File: config.mk
export PLATFORM = sky130hd
export DESIGN_NAME = seq_multiplier
export DESIGN_NICKNAME = d
export VERILOG_FILES = /design/src/rtl/arith_pkg.sv /design/src/rtl/mul_control.sv /design/src/rtl/seq_multiplier.sv
export SDC_FILE = /design/constraint.sdc
export NUM_CORES = 1
export LEC_CHECK = 0
export CAP_MARGIN = 20
export CORE_MARGIN = 2
export CORE_UTILIZATION = 50
export CTS_BUF_LIST = sky130_fd_sc_hd__clkbuf_16
export DETAILED_ROUTE_END_ITERATION = 8
export PLACE_DENSITY = 0.72
export SYNTH_ARGS = -nofsm -noshare
export SYNTH_HDL_FRONTEND = slang
export SYNTH_SLANG_ARGS = --single-unit
File: constraint.sdc
create_clock -name clk -period 5.7 [get_ports clk]
set_input_delay 1.14 -clock clk [delete_from_list [all_inputs] [get_ports clk]]
set_output_delay 1.14 -clock clk [all_outputs]
set_load 0.02 [all_outputs]
File: src/rtl/arith_pkg.sv
// Shared arithmetic-unit definitions: FSM state encoding and default
// operand width, common to the sequential multiplier and divider.
package arith_pkg;

    localparam int unsigned ARITH_WIDTH = 32;

    localparam logic [1:0] ST_IDLE = 2'd0;
    localparam logic [1:0] ST_CALC = 2'd1;
    localparam logic [1:0] ST_DONE = 2'd2;

    typedef enum logic [1:0] {
        S_IDLE = ST_IDLE,
        S_CALC = ST_CALC,
        S_DONE = ST_DONE
    } arith_state_e;

endpackage

File: src/rtl/mul_control.sv
// Sequencer for the shift-add multiplier: IDLE/CALC/DONE FSM, step counter,
// registered Ready/Busy, and load/step enables for the datapath.
// Ports: clk_i, rst_ni (async active-low), run_i, mplier_zero_i (only with
// EARLY_TERM_EN: post-shift multiplier is zero), load_o, step_o, ready_o,
// busy_o.
module mul_control
    import arith_pkg::*;
#(
    parameter int unsigned WIDTH = ARITH_WIDTH
) (
    input  logic clk_i,
    input  logic rst_ni,
    input  logic run_i,
`ifdef EARLY_TERM_EN
    input  logic mplier_zero_i,
`endif
    output logic load_o,
    output logic step_o,
    output logic ready_o,
    output logic busy_o
);

    localparam int unsigned CNT_W = $clog2(WIDTH);

    arith_state_e     state_q;
    logic [CNT_W-1:0] cnt_q;
    logic             ready_q;
    logic             busy_q;
    logic             last_step;

    // Operands are accepted only outside CALC; CALC ignores Run.
    assign load_o = run_i && (state_q != S_CALC);
    assign step_o = (state_q == S_CALC);

`ifdef EARLY_TERM_EN
    assign last_step = (cnt_q == CNT_W'(WIDTH - 1)) || mplier_zero_i;
`else
    assign last_step = (cnt_q == CNT_W'(WIDTH - 1));
`endif

    always_ff @(posedge clk_i or negedge rst_ni) begin
        if (!rst_ni) begin
            state_q <= S_IDLE;
            cnt_q   <= '0;
            ready_q <= 1'b0;
            busy_q  <= 1'b0;
        end else begin
            unique case (state_q)
                S_IDLE, S_DONE: begin
                    if (run_i) begin
                        state_q <= S_CALC;
                        cnt_q   <= '0;
                        ready_q <= 1'b0;
                        busy_q  <= 1'b1;
                    end
                end
                S_CALC: begin
                    cnt_q <= cnt_q + CNT_W'(1);
                    if (last_step) begin
                        state_q <= S_DONE;
                        ready_q <= 1'b1;
                        busy_q  <= 1'b0;
                    end
                end
                default: begin
                    state_q <= S_IDLE;
                    ready_q <= 1'b0;
                    busy_q  <= 1'b0;
                end
            endcase
        end
    end

    assign ready_o = ready_q;
    assign busy_o  = busy_q;

endmodule

File: src/rtl/seq_multiplier.sv
// Iterative shift-add unsigned multiplier, one add-shift step per clock.
// Ports: clk, Reset_n (async active-low), Run, Multiplicand, Multiplier,
// Product (2*WIDTH, valid under Ready), Ready, Busy.
// Optional EARLY_TERM_EN: finish as soon as no multiplier bits remain.
module seq_multiplier
    import arith_pkg::*;
#(
    parameter int unsigned WIDTH = ARITH_WIDTH
) (
    input  logic               clk,
    input  logic               Reset_n,
    input  logic               Run,
    input  logic [WIDTH-1:0]   Multiplicand,
    input  logic [WIDTH-1:0]   Multiplier,
    output logic [2*WIDTH-1:0] Product,
    output logic               Ready,
    output logic               Busy
);

    logic [2*WIDTH-1:0] mcand_q, mcand_d;
    logic [WIDTH-1:0]   mplier_q, mplier_d;
    logic [2*WIDTH-1:0] prod_q, prod_d;
    logic               load;
    logic               step;

`ifdef EARLY_TERM_EN
    // Value mplier_q takes after this step's shift.
    logic mplier_zero;
    assign mplier_zero = (mplier_q[WIDTH-1:1] == '0);
`endif

    mul_control #(
        .WIDTH (WIDTH)
    ) u_ctrl (
        .clk_i         (clk),
        .rst_ni        (Reset_n),
        .run_i         (Run),
`ifdef EARLY_TERM_EN
        .mplier_zero_i (mplier_zero),
`endif
        .load_o        (load),
        .step_o        (step),
        .ready_o       (Ready),
        .busy_o        (Busy)
    );

    always_comb begin
        mcand_d  = mcand_q;
        mplier_d = mplier_q;
        prod_d   = prod_q;
        if (load) begin
            mcand_d  = {{WIDTH{1'b0}}, Multiplicand};
            mplier_d = Multiplier;
            prod_d   = '0;
        end else if (step) begin
            if (mplier_q[0]) begin
                prod_d = prod_q + mcand_q;
            end
            mcand_d  = mcand_q << 1;
            mplier_d = mplier_q >> 1;
        end
    end

    always_ff @(posedge clk or negedge Reset_n) begin
        if (!Reset_n) begin
            mcand_q  <= '0;
            mplier_q <= '0;
            prod_q   <= '0;
        end else begin
            mcand_q  <= mcand_d;
            mplier_q <= mplier_d;
            prod_q   <= prod_d;
        end
    end

    assign Product = prod_q;

endmodule

==> insert_results.sql, run 1 <==
INSERT INTO impl_metrics (metric_group, metric, value, unit) VALUES
('setup_path', 'worst_setup_path_start_kind', 'flop', ''),
('clock_network', 'htree_num_levels', '4', ''),
('power', 'power_per_cell_area', '545', 'mW/mm2'),
('run_status', 'run_status', 'finished clean', ''),
('die', 'die_w', '148', 'um'),
('synthesis', 'synth_edf_count', '0', ''),
('synthesis', 'syn-mean-instance-area', '8.78', 'um2'),
('synthesis', 'syn_area', '0.0103', 'mm2'),
('setup_path', 'critical_path_cell_count', '13', ''),
('drt', 'routed_wirelength', '25700', 'um'),
('layout', 'finalNetCount', '1399', ''),
('setup_path', 'crit_path_cell_trace', 'ha_1, fa_1, a211oi_1, o31ai_2, a21oi_2, nand4bb_1, or2_0, a31o_1, a31o_1, o31a_1, o21ai_2, nor4b_1, or3_1', ''),
('placement', 'preCtsSetupSlack', '2.11', 'ns'),
('setup_path', 'worst_path_dominant_cell_family', 'compound AO/OA/AOI/OAI gates', ''),
('drt', 'vias', '8837', ''),
('setup_path', 'critical_path.endpoint', 'Product[56]', ''),
('setup_path', 'timing.critical_path.slowest_cell_delay', '0.42', 'ns'),
('clock_network', 'cts.hold.buffers_added', '0', ''),
('setup_path', 'arrival', '3.96', 'ns'),
('clock_network', 'cts_max_path_buffers', '2', ''),
('setup_path', 'critPathMaxFanout', '3', ''),
('layout', 'layout-drive-gt1-share', '3.67', '%'),
('timing', 'fin_ws', '2.05', 'ns'),
('power', 'clkPwrFrac', '17.1', '%'),
('timing', 'number_of_max_slew_violations_in_the_final_report', '0', ''),
('timing', 'report.final.setup_viol', '0', ''),
('global_routing', 'pin_count_of_the_biggest_net_entering_global_routing', '98', ''),
('timing', 'max_freq', '274', 'MHz'),
('drt', 'dr.pass1.iters', '7', ''),
('job', 'maxCapViolations', '0', ''),
('clock_network', 'cts_resized', '0', ''),
('global_routing', 'grt-ovfl-total', '0', ''),
('synthesis', 'syn-instance-count', '1177', ''),
('setup_path', 'rr_startpoint', 'Product[0]', ''),
('layout', 'layout.cells.non_filler', '1549', ''),
('clock_network', 'clock_tree_from_tritoncts', 'done', ''),
('die', 'die_y', '148', 'um'),
('power', 'comb_power_share', '52.2', '%'),
('clock_network', 'cts-buffers-inserted', '17', ''),
('setup_path', 'worst_r2r_endpoint', 'Product[56]', ''),
('drt', 'detail_route.iter0.violations', '673', ''),
('clock_network', 'clock_latency', '0.44', 'ns'),
('global_routing', 'global_route_wire_length_before_repair', '42600', 'um'),
('setup_path', 'setup.worst_path.start', 'Product[0]', ''),
('timing', 'max-slew-margin-rel', '27.8', '%'),
('power', 'p_sw', '0.00307', 'W'),
('setup_path', 'timing_worst_setup_path_type', 'reg2reg', ''),
('synthesis', 'ys_seq_area_share', '40.7', '%'),
('setup_path', 'setup.reg_to_reg.worst_slack', '2.05', 'ns'),
('power', 'sequentialPowerShare', '30.6', '%'),
('clock_network', 'worst_setup_hold_path_clk_slew', '0.08', 'ns'),
('power', 'worst_ir_drop_vdd', '0.267', 'mV'),
('setup_path', 'cp-end-kind', 'flop', ''),
('power', 'p_total', '0.00675', 'W'),
('timing', 'grt_setup_unrepaired', 'false', ''),
('timing', 'worst_max_slew_pin_slew', '1.08', 'ns'),
('drt', 'routedWlPerCell', '16.6', 'um'),
('setup_path', 'timing.critical_path.slowest_stage_cell', 'sky130_fd_sc_hd__fa_1', ''),
('worst_hold_path', 'hold_class', 'reg2reg', ''),
('die', 'floorplan.die_area', '0.0218', 'mm2'),
('global_routing', 'grt_pass1_vias', '8469', ''),
('clock_network', 'cts_num_sinks', '168', ''),
('synthesis', 'synth-main-ff-cell', 'sky130_fd_sc_hd__dfrtp_1', ''),
('layout', 'utilization', '61.2', '%'),
('timing', 'fin_worst_skew', '0.0137', 'ns'),
('timing', 'timing.setup.tns', '0', 'ns'),
('synthesis', 'share_of_async_settable_or_async_resettable_flops_after_synthesis', '100', '%'),
('setup_path', 'timing.reg2reg.worst_path_depth', '13', ''),
('placement', 'placed_cells_incl_taps', '1517', ''),
('die', 'ioPinCount', '133', ''),
('setup_path', 'required_time_reported_for_the_critical_path_endpoint', '6.02', 'ns');
-- tightest hold or removal path, cell delays in order, from the launching register on --
cell	delay, ns
sky130_fd_sc_hd__dfrtp_1	0.35
sky130_fd_sc_hd__nand2_1	0.05
sky130_fd_sc_hd__o21ai_0	0.06
-- per-layer routing --
metal	part of all wire [%]	global-route usage, %	vias up
met4	1.6	6.44	0
met3	4.9	4.78	29
met1	47	34.2	4221
met2	46	38.3	221
met5	0	0	-
li1	-	-	4366
-- power groups by stage --
stage	Clock, W	Combinational [W]	Sequential [W]
final	0.00116	0.00353	0.00207
after global routing	0.00123	0.00394	0.00214
after CTS	0.00117	0.00353	0.00207
after detailed placement	0	0.00350	0.00208
after global placement	0	0.00344	0.00207
after floorplan	0	0.00227	0.00219
-- cells in the mapped netlist, drive strengths merged, types with 15 or more instances --
master	number	area, um2
clkbuf	62	233
dfrtp	168	4200
nand3	23	115
nand3b	33	248
a21oi	74	374
o21ai	165	830
nor2	37	139
a21o	31	233
nand4	15	93.8
mux2i	66	661
ha	65	813
nand2	236	886
xnor2	31	272
xor2	27	236
-- metrics by stage --
| stage | hold slack, ns | area, um2 |
|---|---|---|
| after CTS | 0.486 | 12400 |
| after detailed placement | 0.466 | 11800 |
| after global routing | 0.520 | 12400 |
| after global placement | 0.459 | 11800 |
| after floorplan | 0.449 | 10300 |
| final | 0.484 | 12400 |
-- placed cells by master, fill, tap and decap left out, types with 4 or more instances in the layout --
cell type	n
sky130_fd_sc_hd__ha_1	65
sky130_fd_sc_hd__o211ai_1	9
sky130_fd_sc_hd__nand4_1	15
sky130_fd_sc_hd__a22o_1	7
sky130_fd_sc_hd__nand2_1	236
sky130_fd_sc_hd__nor3_1	7
sky130_fd_sc_hd__o21a_1	8
sky130_fd_sc_hd__xor2_1	27
sky130_fd_sc_hd__nor2b_1	5
sky130_fd_sc_hd__nor2_1	37
sky130_fd_sc_hd__dfrtp_1	168
sky130_fd_sc_hd__a21o_1	31
sky130_fd_sc_hd__a21boi_0	4
sky130_fd_sc_hd__mux2i_1	66
sky130_fd_sc_hd__nand2b_1	7
sky130_fd_sc_hd__inv_1	13
sky130_fd_sc_hd__nand3_1	23
sky130_fd_sc_hd__nand3b_1	33
sky130_fd_sc_hd__a31oi_1	12
sky130_fd_sc_hd__clkbuf_16	17
sky130_fd_sc_hd__inv_8	6
sky130_fd_sc_hd__a21oi_1	72
sky130_fd_sc_hd__buf_4	8
sky130_fd_sc_hd__xnor2_1	31
sky130_fd_sc_hd__a211oi_1	7
sky130_fd_sc_hd__o21bai_1	5
sky130_fd_sc_hd__clkdlybuf4s50_1	130
sky130_fd_sc_hd__and3_1	9
sky130_fd_sc_hd__o21ai_0	158
sky130_fd_sc_hd__nor3b_1	4
sky130_fd_sc_hd__o21ai_1	6
-- area by class of cell --
type	instances	area [um2]
fill	1778	7850
multi-input combinational	927	5840
sequential	168	4200
timing repair buffer	139	1370
clock buffer	17	425
tap	270	338
clock inverter	15	160
inverter	13	48.8
-- how the worst min path moves through the flow --
stage / cells after the start / end / slack [ns] / start
after global placement: 2 / mplier_q[11] / 0.46 / mplier_q[12]
after global routing: 2 / mplier_q[6] / 0.52 / mplier_q[7]
final: 2 / mplier_q[15] / 0.48 / mplier_q[16]
after detailed placement: 2 / mplier_q[15] / 0.47 / mplier_q[16]
after CTS: 2 / mplier_q[15] / 0.49 / mplier_q[16]
after floorplan: 2 / mplier_q[0] / 0.45 / mplier_q[1]
-- registers in the layout (all words and copies together), names as in the netlist --
name / flops
u_ctrl.cnt_q: 5
u_ctrl.state_q: 1
mcand_q: 64
u_ctrl.ready_o: 1
mplier_q: 32
Product: 64
u_ctrl.busy_o: 1
-- logic make-up after synthesis --
logic type / synth area share [%]
flip-flops: 40.7
adder cells (fa/ha/maj): 8.07
buffers and inverters: 2.98
XOR/XNOR: 4.92
AO/OA/AOI/OAI: 19.6
AND/OR/NAND/NOR: 17.4
multiplexers: 6.40
Power figures use the tool's default switching activity.
==> run 2, diff against run 1 <==
--- a/config.mk
+++ b/config.mk
@@ -10,7 +10,7 @@
 export CORE_UTILIZATION = 50
 export CTS_BUF_LIST = sky130_fd_sc_hd__clkbuf_16
 export DETAILED_ROUTE_END_ITERATION = 8
-export PLACE_DENSITY = 0.72
+export PLACE_DENSITY = 0.75
 export SYNTH_ARGS = -nofsm -noshare
 export SYNTH_HDL_FRONTEND = slang
 export SYNTH_SLANG_ARGS = --single-unit
==> constraint.sdc (replaced) <==
create_clock -name clk -period 3.15 [get_ports clk]
set_input_delay 0.63 -clock clk [delete_from_list [all_inputs] [get_ports clk]]
set_output_delay 0.63 -clock clk [all_outputs]
set_load 0.02 [all_outputs]
==> insert_results.sql, run 2 (same netlist as run 1, synthesis figures left out) <==
INSERT INTO impl_metrics (metric_group, metric, value, unit) VALUES
('run_status', 'run_status', 'finished, violations left', ''),
('run_status', 'violated_checks', 'setup timing', ''),
('setup_path', 'timing_worst_setup_path_type', 'reg2reg', ''),
('layout', 'n_antenna_cell', '0', ''),
('layout', 'final_common_cell', 'sky130_fd_sc_hd__nand2_1', ''),
('timing', 'timing.setup.tns', '-0.0957', 'ns'),
('placement', 'preCtsSetupSlack', '-0.131', 'ns'),
('clock_network', 'htree_num_levels', '4', ''),
('timing', 'finalCritPeriodShare', '102', '%'),
('power', 'p_total', '0.0139', 'W'),
('worst_hold_path', 'hold_class', 'in2async', ''),
('power', 'power.switching_fraction', '43.9', '%'),
('placement', 'io_buffer_count', '132', ''),
('layout', 'fill_cells', '1596', ''),
('global_routing', 'grt_pass1_vias', '9369', ''),
('global_routing', 'grt_util_all_layers', '26.2', '%'),
('placement', 'gp_routability_congestion', '0.925', ''),
('power', 'comb_power_share', '58.4', '%'),
('drt', 'vias', '9609', ''),
('clock_network', 'worst_setup_hold_path_clk_slew', '0.08', 'ns'),
('clock_network', 'clock_tree_from_tritoncts', 'done', ''),
('drt', 'detail_route.vias_per_cell', '5.66', ''),
('timing', 'worst_max_slew_pin_slew', '0.818', 'ns'),
('layout', 'area_delta_synth_final', '35.2', '%'),
('die', 'rows', '52', ''),
('layout', 'utilization', '69.0', '%'),
('power', 'worst_ir_drop_vdd', '0.517', 'mV'),
('timing', 'timing_hold_violations_final', '0', ''),
('die', 'die_w', '148', 'um'),
('timing', 'grt_setup_unrepaired', 'true', ''),
('power', 'total_leakage_power', '6.64', 'nW'),
('drt', 'detail_route.drc_violations', '0', ''),
('clock_network', 'cts-buffers-inserted', '17', ''),
('layout', 'top_library_cells_by_usage_in_the_layout_fill_and_taps_aside', '235 x sky130_fd_sc_hd__nand2_1, 166 x sky130_fd_sc_hd__dfrtp_1, 153 x sky130_fd_sc_hd__buf_4', ''),
('layout', 'layout-drive-gt1-share', '17.2', '%'),
('drt', 'route.antenna.remaining_nets', '0', ''),
('timing', 'fin_ws', '-0.0751', 'ns'),
('global_routing', 'grt-ovfl-total', '0', ''),
('timing', 'max_freq', '310', 'MHz'),
('drt', 'dr.pass1.iters', '5', ''),
('die', 'core-area', '0.0202', 'mm2'),
('setup_path', 'cp-end-kind', 'flop', ''),
('clock_network', 'cts_num_sinks', '168', ''),
('global_routing', 'number_of_antenna_violations_at_the_first_check_in_global_routing', '0', ''),
('timing', 'report.final.setup_viol', '3', ''),
('power', 'power_per_cell_area', '999', 'mW/mm2'),
('setup_path', 'worst_setup_path_start_kind', 'flop', ''),
('clock_network', 'clock_latency', '0.43', 'ns'),
('clock_network', 'cts_root_buf', 'sky130_fd_sc_hd__clkbuf_16', ''),
('die', 'floorplan.die_area', '0.0218', 'mm2'),
('timing', 'fin_worst_skew', '0.0126', 'ns'),
('timing', 'number_of_max_slew_violations_in_the_final_report', '0', ''),
('clock_network', 'cts.hold.buffers_added', '0', ''),
('timing', 'period_minus_slack', '3.23', 'ns'),
('setup_path', 'arrival', '3.53', 'ns'),
('global_routing', 'pin_count_of_the_biggest_net_entering_global_routing', '81', ''),
('drt', 'routedWlPerCell', '16.9', 'um'),
('layout', 'finalNetCount', '1548', ''),
('timing', 'max-slew-margin-rel', '45.3', '%'),
('clock_network', 'cts_max_path_buffers', '2', ''),
('placement', 'estimated_wirelength_of_the_detail_placed_design', '20300', 'um'),
('layout', 'final-seq-area', '0.00421', 'mm2'),
('power', 'clkPwrFrac', '15.2', '%'),
('drt', 'routed_wirelength', '28700', 'um'),
('global_routing', 'global_route_wire_length_before_repair', '46200', 'um'),
('die', 'die_y', '148', 'um'),
('power', 'sequentialPowerShare', '26.4', '%'),
('die', 'ioPinCount', '133', ''),
('job', 'maxCapViolations', '0', ''),
('power', 'intPower', '0.00783', 'W'),
('layout', 'layout.cells.non_filler', '1698', ''),
('drt', 'detail_route.iter0.violations', '622', ''),
('layout', 'multi_input_area', '0.00623', 'mm2'),
('setup_path', 'critPathMaxFanout', '3', ''),
('setup_path', 'required_time_reported_for_the_critical_path_endpoint', '3.46', 'ns'),
('power', 'p_sw', '0.00611', 'W'),
('placement', 'placed_cells_incl_taps', '1654', ''),
('die', 'initial_utilization', '51.0', '%');
## run 2: worst paths after layout
path / startpoint / end / slack, ns / depth (start not counted)
max in group asynchronous: Reset_n / Product[0] / 2.24 / 2
setup reg to reg: mcand_q[15] / Product[56] / -0.08 / 12
hold / removal: Reset_n / Product[39] / 0.21 / 1
hold reg to reg: mplier_q[16] / mplier_q[15] / 0.49 / 2
setup / recovery: mcand_q[15] / Product[56] / -0.08 / 12
min in group clk: mplier_q[16] / mplier_q[15] / 0.49 / 2
## run 2: worst max-delay path, stage by stage, from the launching register on
cell and delay, ns:
sky130_fd_sc_hd__dfrtp_1 0.41, sky130_fd_sc_hd__ha_1 0.31, sky130_fd_sc_hd__and3_1 0.23, sky130_fd_sc_hd__and3_1 0.23, sky130_fd_sc_hd__buf_4 0.17, sky130_fd_sc_hd__nand4bb_4 0.12, sky130_fd_sc_hd__or2_1 0.26, sky130_fd_sc_hd__a31o_1 0.26
sky130_fd_sc_hd__a31o_1 0.21, sky130_fd_sc_hd__o31a_1 0.29, sky130_fd_sc_hd__o21ai_2 0.19, sky130_fd_sc_hd__nor2_1 0.08, sky130_fd_sc_hd__or3_1 0.36
## run 2: per-layer routing
layer | GRT usage (%) | share of wire, % | vias up | wire length [um]
li1 | - | - | 4664 | -
met1 | 35.7 | 44 | 4613 | 12700
met2 | 43.0 | 48 | 288 | 13800
met3 | 4.32 | 5.4 | 44 | 1550
met4 | 8.13 | 1.9 | 0 | 541
met5 | 0 | 0 | - | 0
## run 2: through the flow
step	instance area (um2)	hold slack, ns
global placement	12900	0.458
CTS	13600	0.226
floorplan	10400	0.334
finish	14000	0.206
detailed placement	12900	0.471
global route	14000	0.247
## run 2: cell type report
| cell class | instances | area share (%) |
|---|---|---|
| inverter | 13 | 0.350 |
| clock buffer | 17 | 3.05 |
| sequential | 168 | 30.1 |
| timing repair buffer | 288 | 18.2 |
| tap | 270 | 2.42 |
| multi-input combinational | 927 | 44.6 |
| clock inverter | 15 | 1.23 |
## run 2: power by group through the flow
stage / logic, W / registers [W] / clock network, W
after floorplan: 0.00413 / 0.00397 / 0
after global placement: 0.00752 / 0.00365 / 0
after detailed placement: 0.00768 / 0.00369 / 0
after CTS: 0.00784 / 0.00368 / 0.00215
after global routing: 0.00894 / 0.00379 / 0.00225
final: 0.00814 / 0.00369 / 0.00212
## run 2: repair_timing
| action | CTS | global route |
|---|---|---|
| buffers inserted | 4 | 10 |
| setup endpoints to repair | 13 | 24 |
| pin swaps | 18 | 42 |
| resized for setup | 19 | 50 |
